## config.mk

```make
export PLATFORM = sky130hd
export DESIGN_NAME = id_stage
export DESIGN_NICKNAME = d
export VERILOG_FILES = /design/src/rtl/rv32i_pkg.sv /design/src/rtl/id_regfile.sv /design/src/rtl/id_stage.sv
export SDC_FILE = /design/constraint.sdc
export NUM_CORES = 2
export LEC_CHECK = 0
export CORE_MARGIN = 4
export CORE_UTILIZATION = 55
export DETAILED_ROUTE_END_ITERATION = 8
export PLACE_DENSITY = 0.74
export RECOVER_POWER = 25
export SYNTH_ARGS = -nofsm -noshare
export SYNTH_HDL_FRONTEND = slang
export SYNTH_HIERARCHICAL = 1
export SYNTH_SLANG_ARGS = --single-unit
```

## constraint.sdc

```tcl
create_clock -name clk -period 11.4 [get_ports clk]
set_clock_uncertainty 0.2 [all_clocks]
set_input_delay 1.71 -clock clk [delete_from_list [all_inputs] [get_ports clk]]
set_output_delay 1.71 -clock clk [all_outputs]
set_load 0.02 [all_outputs]
```

## src/rtl/rv32i_pkg.sv

```systemverilog
// rv32i_pkg: RV32I opcodes, funct3 codes, ALU op encodings and NOP shared by decode.
package rv32i_pkg;
    localparam logic [31:0] NOP = 32'h0000_0013;

    localparam logic [6:0] OPC_LUI    = 7'b0110111;
    localparam logic [6:0] OPC_AUIPC  = 7'b0010111;
    localparam logic [6:0] OPC_JAL    = 7'b1101111;
    localparam logic [6:0] OPC_JALR   = 7'b1100111;
    localparam logic [6:0] OPC_BRANCH = 7'b1100011;
    localparam logic [6:0] OPC_LOAD   = 7'b0000011;
    localparam logic [6:0] OPC_STORE  = 7'b0100011;
    localparam logic [6:0] OPC_OP_IMM = 7'b0010011;
    localparam logic [6:0] OPC_OP     = 7'b0110011;

    localparam logic [2:0] F3_BEQ  = 3'b000;
    localparam logic [2:0] F3_BNE  = 3'b001;
    localparam logic [2:0] F3_BLT  = 3'b100;
    localparam logic [2:0] F3_BGE  = 3'b101;
    localparam logic [2:0] F3_BLTU = 3'b110;
    localparam logic [2:0] F3_BGEU = 3'b111;
    localparam logic [2:0] F3_LB   = 3'b000;
    localparam logic [2:0] F3_LH   = 3'b001;
    localparam logic [2:0] F3_LW   = 3'b010;
    localparam logic [2:0] F3_LBU  = 3'b100;
    localparam logic [2:0] F3_LHU  = 3'b101;
    localparam logic [2:0] F3_SB   = 3'b000;
    localparam logic [2:0] F3_SH   = 3'b001;
    localparam logic [2:0] F3_SW   = 3'b010;

    typedef enum logic [3:0] {
        ALU_ADD, ALU_SUB, ALU_SLL, ALU_SLT, ALU_SLTU, ALU_XOR,
        ALU_SRL, ALU_SRA, ALU_OR, ALU_AND, ALU_PASSB
    } alu_op_e;

    // alt selects SUB/SRA; callers only assert it where the encoding allows it
    function automatic alu_op_e alu_of(input logic [2:0] f3, input logic alt);
        case (f3)
            3'b000:  return alt ? ALU_SUB : ALU_ADD;
            3'b001:  return ALU_SLL;
            3'b010:  return ALU_SLT;
            3'b011:  return ALU_SLTU;
            3'b100:  return ALU_XOR;
            3'b101:  return alt ? ALU_SRA : ALU_SRL;
            3'b110:  return ALU_OR;
            default: return ALU_AND;
        endcase
    endfunction
endpackage

```

## src/rtl/id_regfile.sv

```systemverilog
// id_regfile: 32x32 register file, one write port, two reads bypassed from the write port.
module id_regfile (
    input  logic        clk,
    input  logic        rst,
    input  logic        we,
    input  logic [4:0]  wa,
    input  logic [31:0] wd,
    input  logic [4:0]  ra1,
    input  logic [4:0]  ra2,
    output logic [31:0] rd1,
    output logic [31:0] rd2
);
    logic [31:0] regs [32];

    always_ff @(posedge clk) begin
        if (rst)
            for (int i = 0; i < 32; i++) regs[i] <= '0;
        else if (we && wa != '0)
            regs[wa] <= wd;
    end

    assign rd1 = ra1 == '0 ? '0 : (we && wa == ra1) ? wd : regs[ra1];
    assign rd2 = ra2 == '0 ? '0 : (we && wa == ra2) ? wd : regs[ra2];
endmodule

```

## src/rtl/id_stage.sv

```systemverilog
// id_stage: RV32I decode stage with IF/ID latch, register file, and branch/jump
// resolution that redirects fetch and squashes the single wrong-path instruction.
module id_stage
    import rv32i_pkg::*;
#(
    parameter logic [31:0] RESET_NOP = NOP
) (
    input  logic        clk,
    input  logic        rst,
    input  logic [31:0] if_pc,
    input  logic [31:0] if_inst,
    input  logic        wb_we,
    input  logic [4:0]  wb_rd,
    input  logic [31:0] wb_data,
    output logic        brh,
    output logic [31:0] brh_addr,
    output logic        id_valid,
    output logic [31:0] id_pc,
    output logic [31:0] id_rs1_val,
    output logic [31:0] id_rs2_val,
    output logic [31:0] id_imm,
    output logic [4:0]  id_rd,
    output logic [2:0]  id_funct3,
    output logic [3:0]  id_alu_op,
    output logic        id_alu_src,
    output logic        id_mem_re,
    output logic        id_mem_we,
    output logic        id_reg_we,
    output logic        id_illegal
);
    logic [31:0] pc_q, inst_q, imm, target;
    logic        valid_q, ill, alu_src, mem_re, mem_we, writes, cond;
    alu_op_e     alu_op;

    always_ff @(posedge clk) begin
        if (rst) begin
            pc_q    <= '0;
            inst_q  <= RESET_NOP;
            valid_q <= 1'b0;
        end else begin
            pc_q    <= if_pc;
            inst_q  <= brh ? RESET_NOP : if_inst;
            valid_q <= !brh;
        end
    end

    wire [6:0] opcode = inst_q[6:0];
    wire [2:0] funct3 = inst_q[14:12];
    wire [6:0] funct7 = inst_q[31:25];
    wire [4:0] rd     = inst_q[11:7];

    wire [31:0] imm_i = {{20{inst_q[31]}}, inst_q[31:20]};
    wire [31:0] imm_s = {{20{inst_q[31]}}, inst_q[31:25], inst_q[11:7]};
    wire [31:0] imm_b = {{19{inst_q[31]}}, inst_q[31], inst_q[7], inst_q[30:25], inst_q[11:8], 1'b0};
    wire [31:0] imm_u = {inst_q[31:12], 12'b0};
    wire [31:0] imm_j = {{11{inst_q[31]}}, inst_q[31], inst_q[19:12], inst_q[20], inst_q[30:21], 1'b0};

    id_regfile u_rf (
        .clk (clk),
        .rst (rst),
        .we  (wb_we),
        .wa  (wb_rd),
        .wd  (wb_data),
        .ra1 (inst_q[19:15]),
        .ra2 (inst_q[24:20]),
        .rd1 (id_rs1_val),
        .rd2 (id_rs2_val)
    );

    always_comb begin
        ill     = 1'b0;
        alu_op  = ALU_ADD;
        alu_src = 1'b0;
        mem_re  = 1'b0;
        mem_we  = 1'b0;
        writes  = 1'b0;
        imm     = '0;
        case (opcode)
            OPC_LUI:    begin imm = imm_u; alu_op = ALU_PASSB; alu_src = 1'b1; writes = 1'b1; end
            OPC_AUIPC:  begin imm = imm_u; alu_src = 1'b1; writes = 1'b1; end
            OPC_JAL:    begin imm = imm_j; writes = 1'b1; end
            OPC_JALR:   begin imm = imm_i; writes = 1'b1; ill = funct3 != 3'b000; end
            OPC_BRANCH: begin
                imm    = imm_b;
                alu_op = ALU_SUB;
                ill    = !(funct3 inside {F3_BEQ, F3_BNE, F3_BLT, F3_BGE, F3_BLTU, F3_BGEU});
            end
            OPC_LOAD:   begin
                imm     = imm_i;
                alu_src = 1'b1;
                mem_re  = 1'b1;
                writes  = 1'b1;
                ill     = !(funct3 inside {F3_LB, F3_LH, F3_LW, F3_LBU, F3_LHU});
            end
            OPC_STORE:  begin
                imm     = imm_s;
                alu_src = 1'b1;
                mem_we  = 1'b1;
                ill     = !(funct3 inside {F3_SB, F3_SH, F3_SW});
            end
            OPC_OP_IMM: begin
                imm     = imm_i;
                alu_src = 1'b1;
                writes  = 1'b1;
                alu_op  = alu_of(funct3, funct3 == 3'b101 && funct7[5]);
                ill     = (funct3 == 3'b001 && funct7 != '0) ||
                          (funct3 == 3'b101 && {funct7[6], funct7[4:0]} != '0);
            end
            OPC_OP:     begin
                writes = 1'b1;
                alu_op = alu_of(funct3, funct7[5]);
                ill    = {funct7[6], funct7[4:0]} != '0 ||
                         (funct7[5] && funct3 != 3'b000 && funct3 != 3'b101);
            end
            default:    ill = 1'b1;
        endcase
        if (ill) begin
            alu_op  = ALU_ADD;
            alu_src = 1'b0;
            mem_re  = 1'b0;
            mem_we  = 1'b0;
            writes  = 1'b0;
        end
    end

    // funct3[2:1] picks eq/signed/unsigned compare, funct3[0] inverts it
    always_comb begin
        cond   = (funct3[2:1] == 2'b00 ? id_rs1_val == id_rs2_val :
                  funct3[2:1] == 2'b10 ? $signed(id_rs1_val) < $signed(id_rs2_val) :
                                         id_rs1_val < id_rs2_val) ^ funct3[0];
        target = opcode == OPC_JALR ? (id_rs1_val + imm_i) & ~32'd1 : pc_q + imm;
    end

    assign brh = valid_q && !ill && !rst &&
                 (opcode == OPC_JAL || opcode == OPC_JALR || (opcode == OPC_BRANCH && cond));
    assign brh_addr   = brh ? target : '0;
    assign id_valid   = valid_q;
    assign id_pc      = pc_q;
    assign id_imm     = imm;
    assign id_rd      = writes ? rd : '0;
    assign id_funct3  = funct3;
    assign id_alu_op  = alu_op;
    assign id_alu_src = alu_src;
    assign id_mem_re  = valid_q && mem_re;
    assign id_mem_we  = valid_q && mem_we;
    assign id_reg_we  = valid_q && writes && rd != '0;
    assign id_illegal = valid_q && ill;
endmodule

```

# Word-level counts from Yosys, hierarchy flattened
# Memories as Yosys holds them, arrays and structs flattened. A register that Yosys moved wholly into a read port is not among the register bits.
# Index checks and enable logic that the tools add are counted.
# word_totals
regBits	65
latchBits	0
mem_bits_rw	1024
romBits	0
in_bits	104
memories	1
# mem_list
name	words	word_bits	rd	rd_clocked_by_memory_dff	wr	line	text
u_rf.regs	32	32	2	2	32	id_regfile.sv:13	logic [31:0] regs [32];
# op_classes
n_addsub	2
mul	0
n_div	0
magnitude_cmp	2
eq_ne	21
shift	0
muxes	37
bitwise	1
reduce_logical	46
# ops
operator	n
32-bit two-way mux	7
32-bit one-hot mux with 5 select lines	1
32-bit adder	2
32-bit less-than comparator	2
4-bit one-hot mux with 7 select lines	2
32-bit == test	1
32-bit OR reduction	1
7-bit by 6-bit == test with 1-bit output (second input constant)	3
7-bit == test (second input constant)	3
1-bit two-way mux	20
5-bit two-way mux	4
1-bit logical AND	17
4-bit one-hot mux with 4 select lines	1
5-bit nonzero test	3
7-bit by 5-bit == test with 1-bit output (second input constant)	2
3-bit == test (second input constant)	4
6-bit nonzero test	2
5-bit == test	2
5-bit logical NOT	2
7-bit by 2-bit == test with 1-bit output (second input constant)	1
1-bit one-hot mux with 7 select lines	1
7-bit nonzero test	1
7-bit OR reduction	1
3-bit by 2-bit == test with 1-bit output (second input constant)	2
13 further kinds	24

# Logic depth before layout (Yosys ltp)
# depth
ltp_word	13
mapped_depth	23
depth_no_buf	18

# Cells and area by module
# Netlist, hierarchy kept.
# modules_own_cells
module	n_inst	cells_each	area_each_um2	seq_area_each_um2
id_regfile	1	3802	55061.6	30749.5
id_stage	1	925	6990.5	1301.2

# Worst setup path after synthesis
# OpenSTA, ideal clock, no wires.
# synth_timing
kind	input port to output port
start	input port wb_rd[1]
end	output port brh_addr[11]
t_arrival_ns	5.971
setup_slack_ns	3.519
cell_stages	20
path_buffers	4
path_cell_list	clkbuf_1 -> xnor2_1 -> nand4_1 -> or2_1 -> buf_2 -> clkbuf_1 -> o21ai_0 -> a31oi_1 -> ha_1 -> nor2b_1 -> o21bai_1 -> a21o_1 -> a21oi_1 -> a211oi_1 -> mux2i_1 -> a21bo_2 -> a31oi_1 -> or3_1 -> clkbuf_1 -> a211oi_1
# synth_between
elab_chain_len	12
word_cells_on_any_way	20
classes_between	1 x add/sub; 2 x order compare; 3 x eq/ne; 8 x mux; 1 x bitwise; 5 x reduce/logical
# synth_rtl
element	line	text
from (decl)	id_stage.sv:13	input logic [4:0] wb_rd,
5-bit == test (*)	id_regfile.sv:22	assign rd1 = ra1 == '0 ? '0 : (we && wa == ra1) ? wd : regs[ra1];
1-bit logical AND (*)	id_regfile.sv:22	
32-bit two-way mux (*) (2 in series)	id_regfile.sv:22	
named net id_rs1_val[1]	id_stage.sv:19	output logic [31:0] id_rs1_val,
32-bit less-than comparator, on equally long branches	id_stage.sv:130, id_stage.sv:129	
1-bit two-way mux	id_stage.sv:129	funct3[2:1] == 2'b10 ? $signed(id_rs1_val) < $signed(id_rs2_val) :
1-bit two-way mux	id_stage.sv:128	cond = (funct3[2:1] == 2'b00 ? id_rs1_val == id_rs2_val :
1-bit XOR	id_stage.sv:130	id_rs1_val < id_rs2_val) ^ funct3[0];
1-bit logical AND	id_stage.sv:135	(opcode == OPC_JAL || opcode == OPC_JALR || (opcode == OPC_BRANCH && cond));
1-bit logical OR	id_stage.sv:135	
1-bit logical AND	id_stage.sv:134	assign brh = valid_q && !ill && !rst &&
32-bit two-way mux (*)	id_stage.sv:136	assign brh_addr = brh ? target : '0;
to (decl)	id_stage.sv:16	output logic [31:0] brh_addr,
# Mark *: on every way through the listed nets, which the timed path passes. The rest lies on a longest branch.

# Worst setup path after layout
# layout_timing
start	input port wb_rd[2]
end	output port brh
# layout_between
elab_chain_len	11
word_cells_on_any_way	17
classes_between	2 x order compare; 3 x eq/ne; 6 x mux; 1 x bitwise; 5 x reduce/logical
# layout_rtl
element	line	text
5-bit == test, on equally long branches	id_regfile.sv:22, id_regfile.sv:23	
1-bit logical AND, on equally long branches	id_regfile.sv:22, id_regfile.sv:23	
32-bit two-way mux, on equally long branches (2 in series)	id_regfile.sv:22, id_regfile.sv:23	
32-bit less-than comparator, on equally long branches	id_stage.sv:130, id_stage.sv:129	
1-bit two-way mux	id_stage.sv:129	
1-bit two-way mux (*)	id_stage.sv:128	
1-bit XOR (*)	id_stage.sv:130	
1-bit logical AND (*)	id_stage.sv:135	
1-bit logical OR (*)	id_stage.sv:135	
1-bit logical AND (*)	id_stage.sv:134	
to (decl)	id_stage.sv:15	output logic brh,
# Every way passes the cells marked *; elsewhere a longest branch is shown, timed or not.

==> out/summary.md <==
The smallest clock period supported by the final layout is computed as 10.90 ns. In this run the vertical extent of the chip is 343.9 µm. The post-detailed-placement half-perimeter wirelength was 151.0 mm. The average cell area after synthesis is 13.13 µm², and the total setup buffers inserted after CTS is 0.

The average vias per placed instance works out to 7.210. The floorplan has 122 rows. In the post-synthesis netlist, the biggest area contributors are sky130_fd_sc_hd__edfxtp_1, sky130_fd_sc_hd__mux4_2, sky130_fd_sc_hd__and2_1. The async set-reset flop share out of synthesis is 0%, and the cell depth of the worst hold path is 2.

For the final count of hold timing violations, the log shows 0. The run finished, with violations left. Setup violations remaining at the end of the flow were counted as 0. The data required time at the worst endpoint is 9.49 ns, and the proportion of layout cells with a drive suffix above 1 is 15.33%. The tools report the number of gates resized after CTS as 0. The run gives 4,727 as the synthesized instance count. The number of top-level design ports was 283; the maximum VDD drop was 0.1414 mV. After synthesis the cells add up to 62,050 µm². The worst setup path is of the input port to primary output kind. The number of H-tree levels is 3. Across every metal layer, demand over resource in global routing totals 41.89%. The synthesized design devotes to its leading area cell type 49.55% of total area. After floorplanning, the core was sized to cover 111,300 µm².

The iteration-0 DRC count of the detailed router was 7,816; the clock insertion delay at the later pin of the skew report was 0.75 ns. The tools report the worst path arrival time as 8.99 ns. The chip width was 343.9 µm.

The analysis attributes to cell leakage a power of 0.02419 µW. The transition time at the pin with the least slew margin works out to 4.514 ns. The port buffer count was 282; the part of the Yosys area used for sequential elements was 51.65%. Counting the buffers created by CTS gives 116. The tools report the full die area as 118,300 µm².

Setup total negative slack on the finished layout was measured at 0 ns. In this design, the stage delay of the slowest critical-path cell is 0.84 ns. The area after detailed placement is 66,320 µm², and the growth of design area from synthesis to finish is 12.72%. The min-delay analysis places its worst path in the category input port to flop. The signal on the critical path passes through clkdlybuf4s50_1 -> xnor2_1 -> nand2_1 -> or2_2 -> buf_4 -> o221ai_1 -> o221a_1 -> ha_1 -> nand4_1 -> nor4_1 -> nand3_1 -> a21oi_1 -> a211oi_1 -> mux2i_1 -> a21bo_2 -> a31oi_1 -> or3_1 -> inv_2 -> buf_4 -> clkdlybuf4s50_1. The max-slew violation count is 641, and the initial core utilization is 55.76%. The pin count of the biggest net entering global routing was 91. The tools report the clock tree root driver cell as sky130_fd_sc_hd__clkbuf_16.

For this run, the detailed router's first-pass iteration total came to 8. The worst max-slew margin expressed relative to the limit is -200.9%, and the count of warnings emitted by yosys is 6. The leftover overflow at the end of global routing was 0.

Dividing the detail-routed wire length by the instance count gives 38.88 µm. The post-synthesis register bit count was 1,089; the number of DRC violations after detailed routing was 0. In the finished design, the share of the clock period the worst path needs comes to 95.63%. For this design the ratio of total power to cell area is 147.2 nW/µm².

The final reports fail on max-capacitance violations, max-slew violations. Routability-driven placement finished with a final weighted congestion of 1.069. The run gives 44,535 as the via count of the first global-routing pass. The tools report the count of clock tree sinks as 1,089. The detailed router placed 46,431 vias in this run. The detail route stage leaves a number of antenna-violating nets equal to 0. TritonCTS built the clock tree.

The most frequently used cell type in the post-synthesis netlist is sky130_fd_sc_hd__edfxtp_1. The commonest cells after synthesis are sky130_fd_sc_hd__edfxtp_1, sky130_fd_sc_hd__and2_1, sky130_fd_sc_hd__mux4_2. The tools report the critical path endpoint category as a primary output.

Setup repair after global routing left no endpoint under its margin. The deepest clock path buffer count was 3; the clock input transition at the sequential cells of the worst setup and hold paths was 0.06 ns. For this run, the top clock speed supported by timing is 91.73 MHz. After clock tree synthesis, the flow added hold-fix buffers numbering 0. Global-route wire length before repair: 342.4 mm. The number of flops mapped to enable cells by yosys is 1,024. The worst setup path is launched from an input port. Fill cells in the final layout number 8,311. Yosys mapped the design onto 84 distinct sky130hd cell types. The slowest stage of the critical path is the sky130_fd_sc_hd__or3_1 cell. Counting cells, the worst reg-to-reg path comes to 18. Of all nets on the critical path, the largest fanout is 30. The most used flip-flop cell after synthesis is sky130_fd_sc_hd__edfxtp_1.

Across the run, the number of max-cap violations was 18. The run gives 69,950 µm² as the final cell area excluding filler cells. After detailed routing, the total wire length is 250.4 mm. The tools report the net total in the final layout as 5,038. Leading area contributor after synthesis: sky130_fd_sc_hd__edfxtp_1. For the number of antenna violations at the first check in global routing, the log shows 27.
cells in the final DEF, fill, tap and decap left out, types with 33 or more instances in the layout:
cell	instances
sky130_fd_sc_hd__clkbuf_1	40
sky130_fd_sc_hd__a211oi_1	52
sky130_fd_sc_hd__ha_1	93
sky130_fd_sc_hd__and2_1	759
sky130_fd_sc_hd__nor2_1	95
sky130_fd_sc_hd__a21o_1	59
sky130_fd_sc_hd__xnor2_1	43
sky130_fd_sc_hd__nor2b_1	47
sky130_fd_sc_hd__a22oi_1	109
sky130_fd_sc_hd__inv_1	47
sky130_fd_sc_hd__a221oi_1	33
sky130_fd_sc_hd__mux2i_1	332
sky130_fd_sc_hd__edfxtp_1	1024
sky130_fd_sc_hd__o221ai_1	39
sky130_fd_sc_hd__o21ai_1	57
sky130_fd_sc_hd__dlygate4sd3_1	37
sky130_fd_sc_hd__a21oi_1	156
sky130_fd_sc_hd__nand3_1	35
sky130_fd_sc_hd__clkbuf_16	118
sky130_fd_sc_hd__mux4_2	375
sky130_fd_sc_hd__and2_0	245
sky130_fd_sc_hd__dfxtp_1	56
sky130_fd_sc_hd__clkdlybuf4s50_1	244
sky130_fd_sc_hd__nand2_1	128
sky130_fd_sc_hd__buf_4	103
sky130_fd_sc_hd__o21ai_0	51
sky130_fd_sc_hd__o22ai_1	40
sequential cells by signal, indices dropped and copies added (netlist names):
name	flops
id_pc	32
id_valid	1
inst_q	32
u_rf/regs	1024
routing by layer:
layer,GRT usage [%],up-vias,wire (µm)
met1,53.15,22829,83960
li1,-,18194,-
met5,0,-,30
met4,27.72,4,20400
met3,16.06,975,41540
met2,60.12,4429,104500
final cells by class:
cell class / count / area (µm²) / area share [%]
multi-input combinational: 3167 / 28170 / 40.27
inverter: 50 / 187.7 / 0.2683
timing repair buffer: 415 / 3914 / 5.595
tap: 1488 / 1862 / 2.662
antenna: 20 / 50.05 / 0.07155
clock inverter: 71 / 650.6 / 0.9302
sequential: 1089 / 32080 / 45.87
clock buffer: 140 / 3035 / 4.340
critical path: cells and delay by family:
family,cells,cell delay [ns]
multiplexers,1,0.30
buffers and inverters,5,2.58
AO/OA/AOI/OAI,6,1.58
AND/OR/NAND/NOR,6,2.24
XOR/XNOR,1,0.17
adder cells (fa/ha/maj),1,0.35
worst paths after layout:
| kind | startpoint | slack, ns | to |
|---|---|---|---|
| setup reg to reg | inst_q[16] | 3.23 | inst_q[1] |
| hold / removal | if_pc[6] | 1.34 | id_pc[6] |
| hold reg to reg | id_valid | 1.91 | inst_q[28] |
| setup / recovery | wb_rd[2] | 0.50 | brh |
power by group:
part | switching (µW) | total (µW) | internal (µW)
combinational | 1150 | 1820 | 664
clock | 1640 | 3730 | 2100
sequential | 151 | 4740 | 4590
total | 2940 | 10300 | 7350
per-stage QoR:
stage	hold slack, ns	utilization [%]	total power, µW	setup slack (ns)	std cells
6_report	1.339	62.86	10290	0.4979	6440
5_1_grt	1.328	62.82	10530	0.4470	6422
4_1_cts	1.102	62.91	10220	0.8895	6420
3_5_place_dp	1.867	59.60	6552	0.9112	6209
3_3_place_gp	1.788	59.60	6540	1.093	6209
2_1_floorplan	0.7144	-	5770	3.519	4758
cells by family after synthesis:
kind of cell | Yosys count | synth area share [%]
fa+ha+maj | 95 | 1.940
simple gates | 1512 | 14.29
compound gates | 755 | 8.515
flops | 1089 | 51.65
other cells | 1 | 0.006043
mux | 713 | 19.07
xor+xnor | 60 | 0.8469
buf+inv | 502 | 3.680
Power figures use the tool's default switching activity.
